[src/rtl/riscv_fd_pkg.sv]
// riscv_fd_pkg: shared types and constants for the fetch-to-decode queue.
//   fd_entry_t  : one buffered fetch beat plus the rs1/imm12 fields
//                 pre-sliced at enqueue so decode reads them from flops.
//   FD_*_LSB/MSB: bit positions of rs1 and the I-type immediate.
package riscv_fd_pkg;

    localparam int FD_XLEN  = 64;
    localparam int FD_ILEN  = 32;
    localparam int FD_CILEN = 16;

    localparam int FD_RS1_LSB   = 15;
    localparam int FD_RS1_MSB   = 19;
    localparam int FD_IMM12_LSB = 20;
    localparam int FD_IMM12_MSB = 31;

    typedef struct packed {
        logic [FD_XLEN-1:0]  pc;
        logic [FD_XLEN-1:0]  pcplus;
        logic [FD_ILEN-1:0]  inst;
        logic [FD_CILEN-1:0] cinst;
        logic                cillegal;
        logic [4:0]          rs1;
        logic [11:0]         imm12;
    } fd_entry_t;

endpackage

[src/rtl/riscv_fd_queue.sv]
// riscv_fd_queue: DEPTH-entry circular buffer between fetch and decode.
//   Clock/reset : i_riscv_fd_clk (rising), i_riscv_fd_rst (async, active-high)
//   Flush       : i_riscv_fd_flush empties the queue on the next edge
//   Fetch side  : i_riscv_fd_valid_f / o_riscv_fd_ready_f plus pc, pcplus,
//                 inst, cinst, cillegal_inst
//   Decode side : o_riscv_fd_valid_d / i_riscv_fd_ready_d plus the head
//                 entry fields, rs1 and constimm12
//   Status      : o_riscv_fd_count occupancy
module riscv_fd_queue
    import riscv_fd_pkg::*;
#(
    parameter int DEPTH = 2,
    parameter int XLEN  = FD_XLEN,
    parameter int ILEN  = FD_ILEN,
    parameter int CILEN = FD_CILEN
) (
    input  logic                       i_riscv_fd_clk,
    input  logic                       i_riscv_fd_rst,
    input  logic                       i_riscv_fd_flush,
    input  logic                       i_riscv_fd_valid_f,
    output logic                       o_riscv_fd_ready_f,
    input  logic [XLEN-1:0]            i_riscv_fd_pc_f,
    input  logic [XLEN-1:0]            i_riscv_fd_pcplus_f,
    input  logic [ILEN-1:0]            i_riscv_fd_inst_f,
    input  logic [CILEN-1:0]           i_riscv_fd_cinst_f,
    input  logic                       i_riscv_fd_cillegal_inst_f,
    output logic                       o_riscv_fd_valid_d,
    input  logic                       i_riscv_fd_ready_d,
    output logic [XLEN-1:0]            o_riscv_fd_pc_d,
    output logic [XLEN-1:0]            o_riscv_fd_pcplus_d,
    output logic [ILEN-1:0]            o_riscv_fd_inst_d,
    output logic [CILEN-1:0]           o_riscv_fd_cinst_d,
    output logic                       o_riscv_fd_cillegal_inst_d,
    output logic [4:0]                 o_riscv_fd_rs1_d,
    output logic [11:0]                o_riscv_fd_constimm12_d,
    output logic [$clog2(DEPTH+1)-1:0] o_riscv_fd_count
);

    localparam int PW = $clog2(DEPTH);
    localparam int CW = $clog2(DEPTH + 1);
    localparam logic [CW-1:0] FULL = CW'(DEPTH);

    fd_entry_t         mem [DEPTH];
    fd_entry_t         new_entry;
    fd_entry_t         head;
    logic [PW-1:0]     wr_ptr;
    logic [PW-1:0]     rd_ptr;
    logic [CW-1:0]     count;
    logic              enq;
    logic              deq;

    // ready_f depends only on registered occupancy, so a full queue refuses
    // fetch even when decode drains it in the same cycle.
    assign o_riscv_fd_ready_f = (count != FULL);
    assign o_riscv_fd_valid_d = (count != '0);
    assign o_riscv_fd_count   = count;

    assign enq = i_riscv_fd_valid_f && o_riscv_fd_ready_f && !i_riscv_fd_flush;
    assign deq = o_riscv_fd_valid_d && i_riscv_fd_ready_d && !i_riscv_fd_flush;

    always_comb begin
        new_entry          = '0;
        new_entry.pc       = i_riscv_fd_pc_f;
        new_entry.pcplus   = i_riscv_fd_pcplus_f;
        new_entry.inst     = i_riscv_fd_inst_f;
        new_entry.cinst    = i_riscv_fd_cinst_f;
        new_entry.cillegal = i_riscv_fd_cillegal_inst_f;
        new_entry.rs1      = i_riscv_fd_inst_f[FD_RS1_MSB:FD_RS1_LSB];
        new_entry.imm12    = i_riscv_fd_inst_f[FD_IMM12_MSB:FD_IMM12_LSB];
    end

    always_ff @(posedge i_riscv_fd_clk or posedge i_riscv_fd_rst) begin
        if (i_riscv_fd_rst) begin
            wr_ptr <= '0;
            rd_ptr <= '0;
            count  <= '0;
            for (int i = 0; i < DEPTH; i++) begin
                mem[i] <= '0;
            end
        end else if (i_riscv_fd_flush) begin
            // storage is left as-is; zeroed count makes it unreachable
            wr_ptr <= '0;
            rd_ptr <= '0;
            count  <= '0;
        end else begin
            if (enq) begin
                mem[wr_ptr] <= new_entry;
                wr_ptr      <= wr_ptr + PW'(1);
            end
            if (deq) begin
                rd_ptr <= rd_ptr + PW'(1);
            end
            case ({enq, deq})
                2'b10:   count <= count + CW'(1);
                2'b01:   count <= count - CW'(1);
                default: count <= count;
            endcase
        end
    end

    // Empty queue presents an all-zero bubble on the data outputs.
    assign head = o_riscv_fd_valid_d ? mem[rd_ptr] : '0;

    assign o_riscv_fd_pc_d            = head.pc;
    assign o_riscv_fd_pcplus_d        = head.pcplus;
    assign o_riscv_fd_inst_d          = head.inst;
    assign o_riscv_fd_cinst_d         = head.cinst;
    assign o_riscv_fd_cillegal_inst_d = head.cillegal;
    assign o_riscv_fd_rs1_d           = head.rs1;
    assign o_riscv_fd_constimm12_d    = head.imm12;

endmodule

[config.mk]
export PLATFORM = sky130hd
export DESIGN_NAME = riscv_fd_queue
export DESIGN_NICKNAME = d
export VERILOG_FILES = /design/src/rtl/riscv_fd_pkg.sv /design/src/rtl/riscv_fd_queue.sv
export SDC_FILE = /design/constraint.sdc
export NUM_CORES = 1
export LEC_CHECK = 0
export CAP_MARGIN = 20
export CORE_MARGIN = 8
export CORE_UTILIZATION = 54
export CTS_BUF_LIST = sky130_fd_sc_hd__clkbuf_16
export CTS_CLUSTER_SIZE = 14
export DETAILED_ROUTE_END_ITERATION = 12
export HOLD_SLACK_MARGIN = 0.03
export PLACE_DENSITY = 0.86
export SLEW_MARGIN = 30
export SYNTH_ARGS = -nofsm -noshare
export SYNTH_HDL_FRONTEND = slang
export SYNTH_SLANG_ARGS = --single-unit
[constraint.sdc]
create_clock -name i_riscv_fd_clk -period 28.7 [get_ports i_riscv_fd_clk]
set_input_delay 2.87 -clock i_riscv_fd_clk [delete_from_list [all_inputs] [get_ports i_riscv_fd_clk]]
set_output_delay 2.87 -clock i_riscv_fd_clk [all_outputs]
set_load 0.005 [all_outputs]
==> results.cfg <==
[outcome]
status = completed

[floorplan]
pin_count = 380
die_w_um = 188.4
row_count = 63
coreArea_mm2 = 0.02948
die_h_um = 188.4
start_util = 0.5444
design.die.area_mm2 = 0.03550

[sta]
maxSlewViolCount = 0
worst_hold_slack_ps = 482.5
fin_crit_sh = 0.2363
setup-tns-final_ps = 0
worst_pin_slew_ps = 874.2
max_freq_mhz = 147.5
fin_crit_ps = 6781
clock_skew_ps = 11.75
hold_violations = 0
setup_viol = 0
rsz0062_at_grt = no
relSlewSlack = 0.4172

[synthesis]
ys_ff_latch = 358
yosysTopAreaCellShare = 0.5582
synth_nets = 1365
yosys_warnings = 0
synth_area_leader_cell = dfrtp_1
syn_inst = 1183
yosysSeqAreaShare = 0.5582
syn_area_mm2 = 0.01605
yosys-top-cells-area = dfrtp_1, mux2_2, mux2i_1, mux2_1, nor2_1
syn_area_per_cell_um2 = 13.57
synth_cell_type_count = 23

[cells_and_area]
layout.nets = 1702
post-route-util = 0.7195
syn2layout_area_growth_pct = 32.16
layout_common_cells = clkdlybuf4s50_1, dfrtp_1, mux2_2
design_area_mm2 = 0.02121
mostFrequentLayoutCell = clkdlybuf4s50_1
drive_gt1_frac = 0.1890

[cts]
cts_hold_buf = 0
ctsResizeCount = 0
clockBufferDepth = 3
cts_tree = yes
numCtsBuffers = 38
cts.sinks = 358
clkLatencyLatePin_ps = 510
path_clk_slew_ps = 60
root_buffer = clkbuf_16
htreeDepth = 2
postCtsSetupBuffers = 0

[detailed_routing]
antenna_left = 0
drtIter0Drc = 542
vias = 10450
drc = 0
drt_wl_total_um = 40360
wl_per_cell_um = 20.82
detail_route.vias_per_cell = 5.390
drt_pass1_iterations = 4

[global_route]
grt_pass1_vias = 11680
grtUsageTotal = 0.2234
grt_first_pass_wirelength_um = 63930
grt-ovfl-total = 0
grt_max_degree = 178
antenna_found_initial = 6

[job]
maxCapViolCount = 0

[placement]
post_dp_cell_area_mm2 = 0.01997
io_buffers = 379
gp_congestion = 0.7985
hpwl_um = 26870

[setup_path]
crit_arrival_ps = 3910
crit_fanout = 74
cp-end-kind = output pin
crit_path_frequent_cell = buf_4
slowest_stage = buf_4
worstSetupPathType = reg -> out
worst-path-buf-inv = 3
crit_family = buffers and inverters
worstPathCellList = nor2_4 > buf_4 > buf_4 > nor2_1 > clkdlybuf4s50_1
critPathLaunchType = flip-flop
required_ps = 25830
cp_slowest_stage_delay_ps = 770

[power]
vdd_drop_max_mv = 0.06384
p_per_area_mw_per_mm2 = 70.77
report.power.total_mw = 1.501
leakagePower_nw = 8.713

[hold_path]
hp-class = reg -> reg
[registers in the layout, indices dropped and copies added (netlist names)]
| register | flops |
|---|---|
| mem | 354 |
| o_riscv_fd_count | 2 |
| rd_ptr | 1 |
| wr_ptr | 1 |
[logic make-up after synthesis]
logic type	count (synthesis)	share of synthesized area
buf+inv	98	0.03313
mux	532	0.3594
simple gates	186	0.04599
xor+xnor	1	0.0005458
flops	358	0.5582
compound gates	8	0.002807
[final timing paths]
kind | from | to | slack [ps] | depth (start not counted)
min in group asynchronous | i_riscv_fd_rst | mem[317] | 2920 | 2
min | mem[314] | mem[314] | 480 | 1
min reg2reg | mem[314] | mem[314] | 480 | 1
max in group asynchronous | i_riscv_fd_rst | rd_ptr | 23720 | 5
max | o_riscv_fd_count[0] | o_riscv_fd_constimm12_d[10] | 21920 | 5
max reg2reg | o_riscv_fd_count[1] | mem[159] | 26150 | 6
[layer usage]
metal	wire length, µm	global-route usage	vias up
met3	3828	0.08780	84
met1	15530	0.2538	5265
li1	-	-	4772
met4	1302	0.08028	4
met2	19680	0.3784	327
met5	23	0	-
[area by class of cell]
class | count | area, µm²
Clock buffer | 39 | 975.9
Timing Repair Buffer | 391 | 3989
Antenna cell | 4 | 10.01
Inverter | 4 | 22.52
Tap cell | 390 | 488.0
Sequential cell | 358 | 8962
Fill cell | 1989 | 8269
Clock inverter | 26 | 196.4
Multi-Input combinational cell | 727 | 6568
[through the flow]
step / instances / setup slack (ps)
after floorplan: 1183 / 15900
after global placement: 1867 / 22240
after detailed placement: 1868 / 22360
after CTS: 1933 / 21810
after global routing: 1939 / 21660
final: 1939 / 21920
[where the power goes]
| part | switching, mW | internal (mW) | total [mW] |
|---|---|---|---|
| combinational | 0.135 | 0.208 | 0.343 |
| sequential | 0.0640 | 0.630 | 0.694 |
| clock | 0.191 | 0.272 | 0.464 |
| total | 0.391 | 1.11 | 1.50 |
[synth_stat cells, drive strengths merged]
| library cell | n |
|---|---|
| a21o | 1 |
| a21oi | 4 |
| buf | 69 |
| clkbuf | 25 |
| dfrtp | 358 |
| inv | 4 |
| mux2 | 354 |
| mux2i | 178 |
| nand3b | 1 |
| nand4b | 1 |
| nor2 | 179 |
| nor2b | 1 |
| nor3b | 1 |
| nor4 | 1 |
| o211ai | 1 |
| o21ai | 2 |
| or2 | 1 |
| or3 | 1 |
| xor2 | 1 |
No activity file was read; power rests on OpenSTA's default activity.
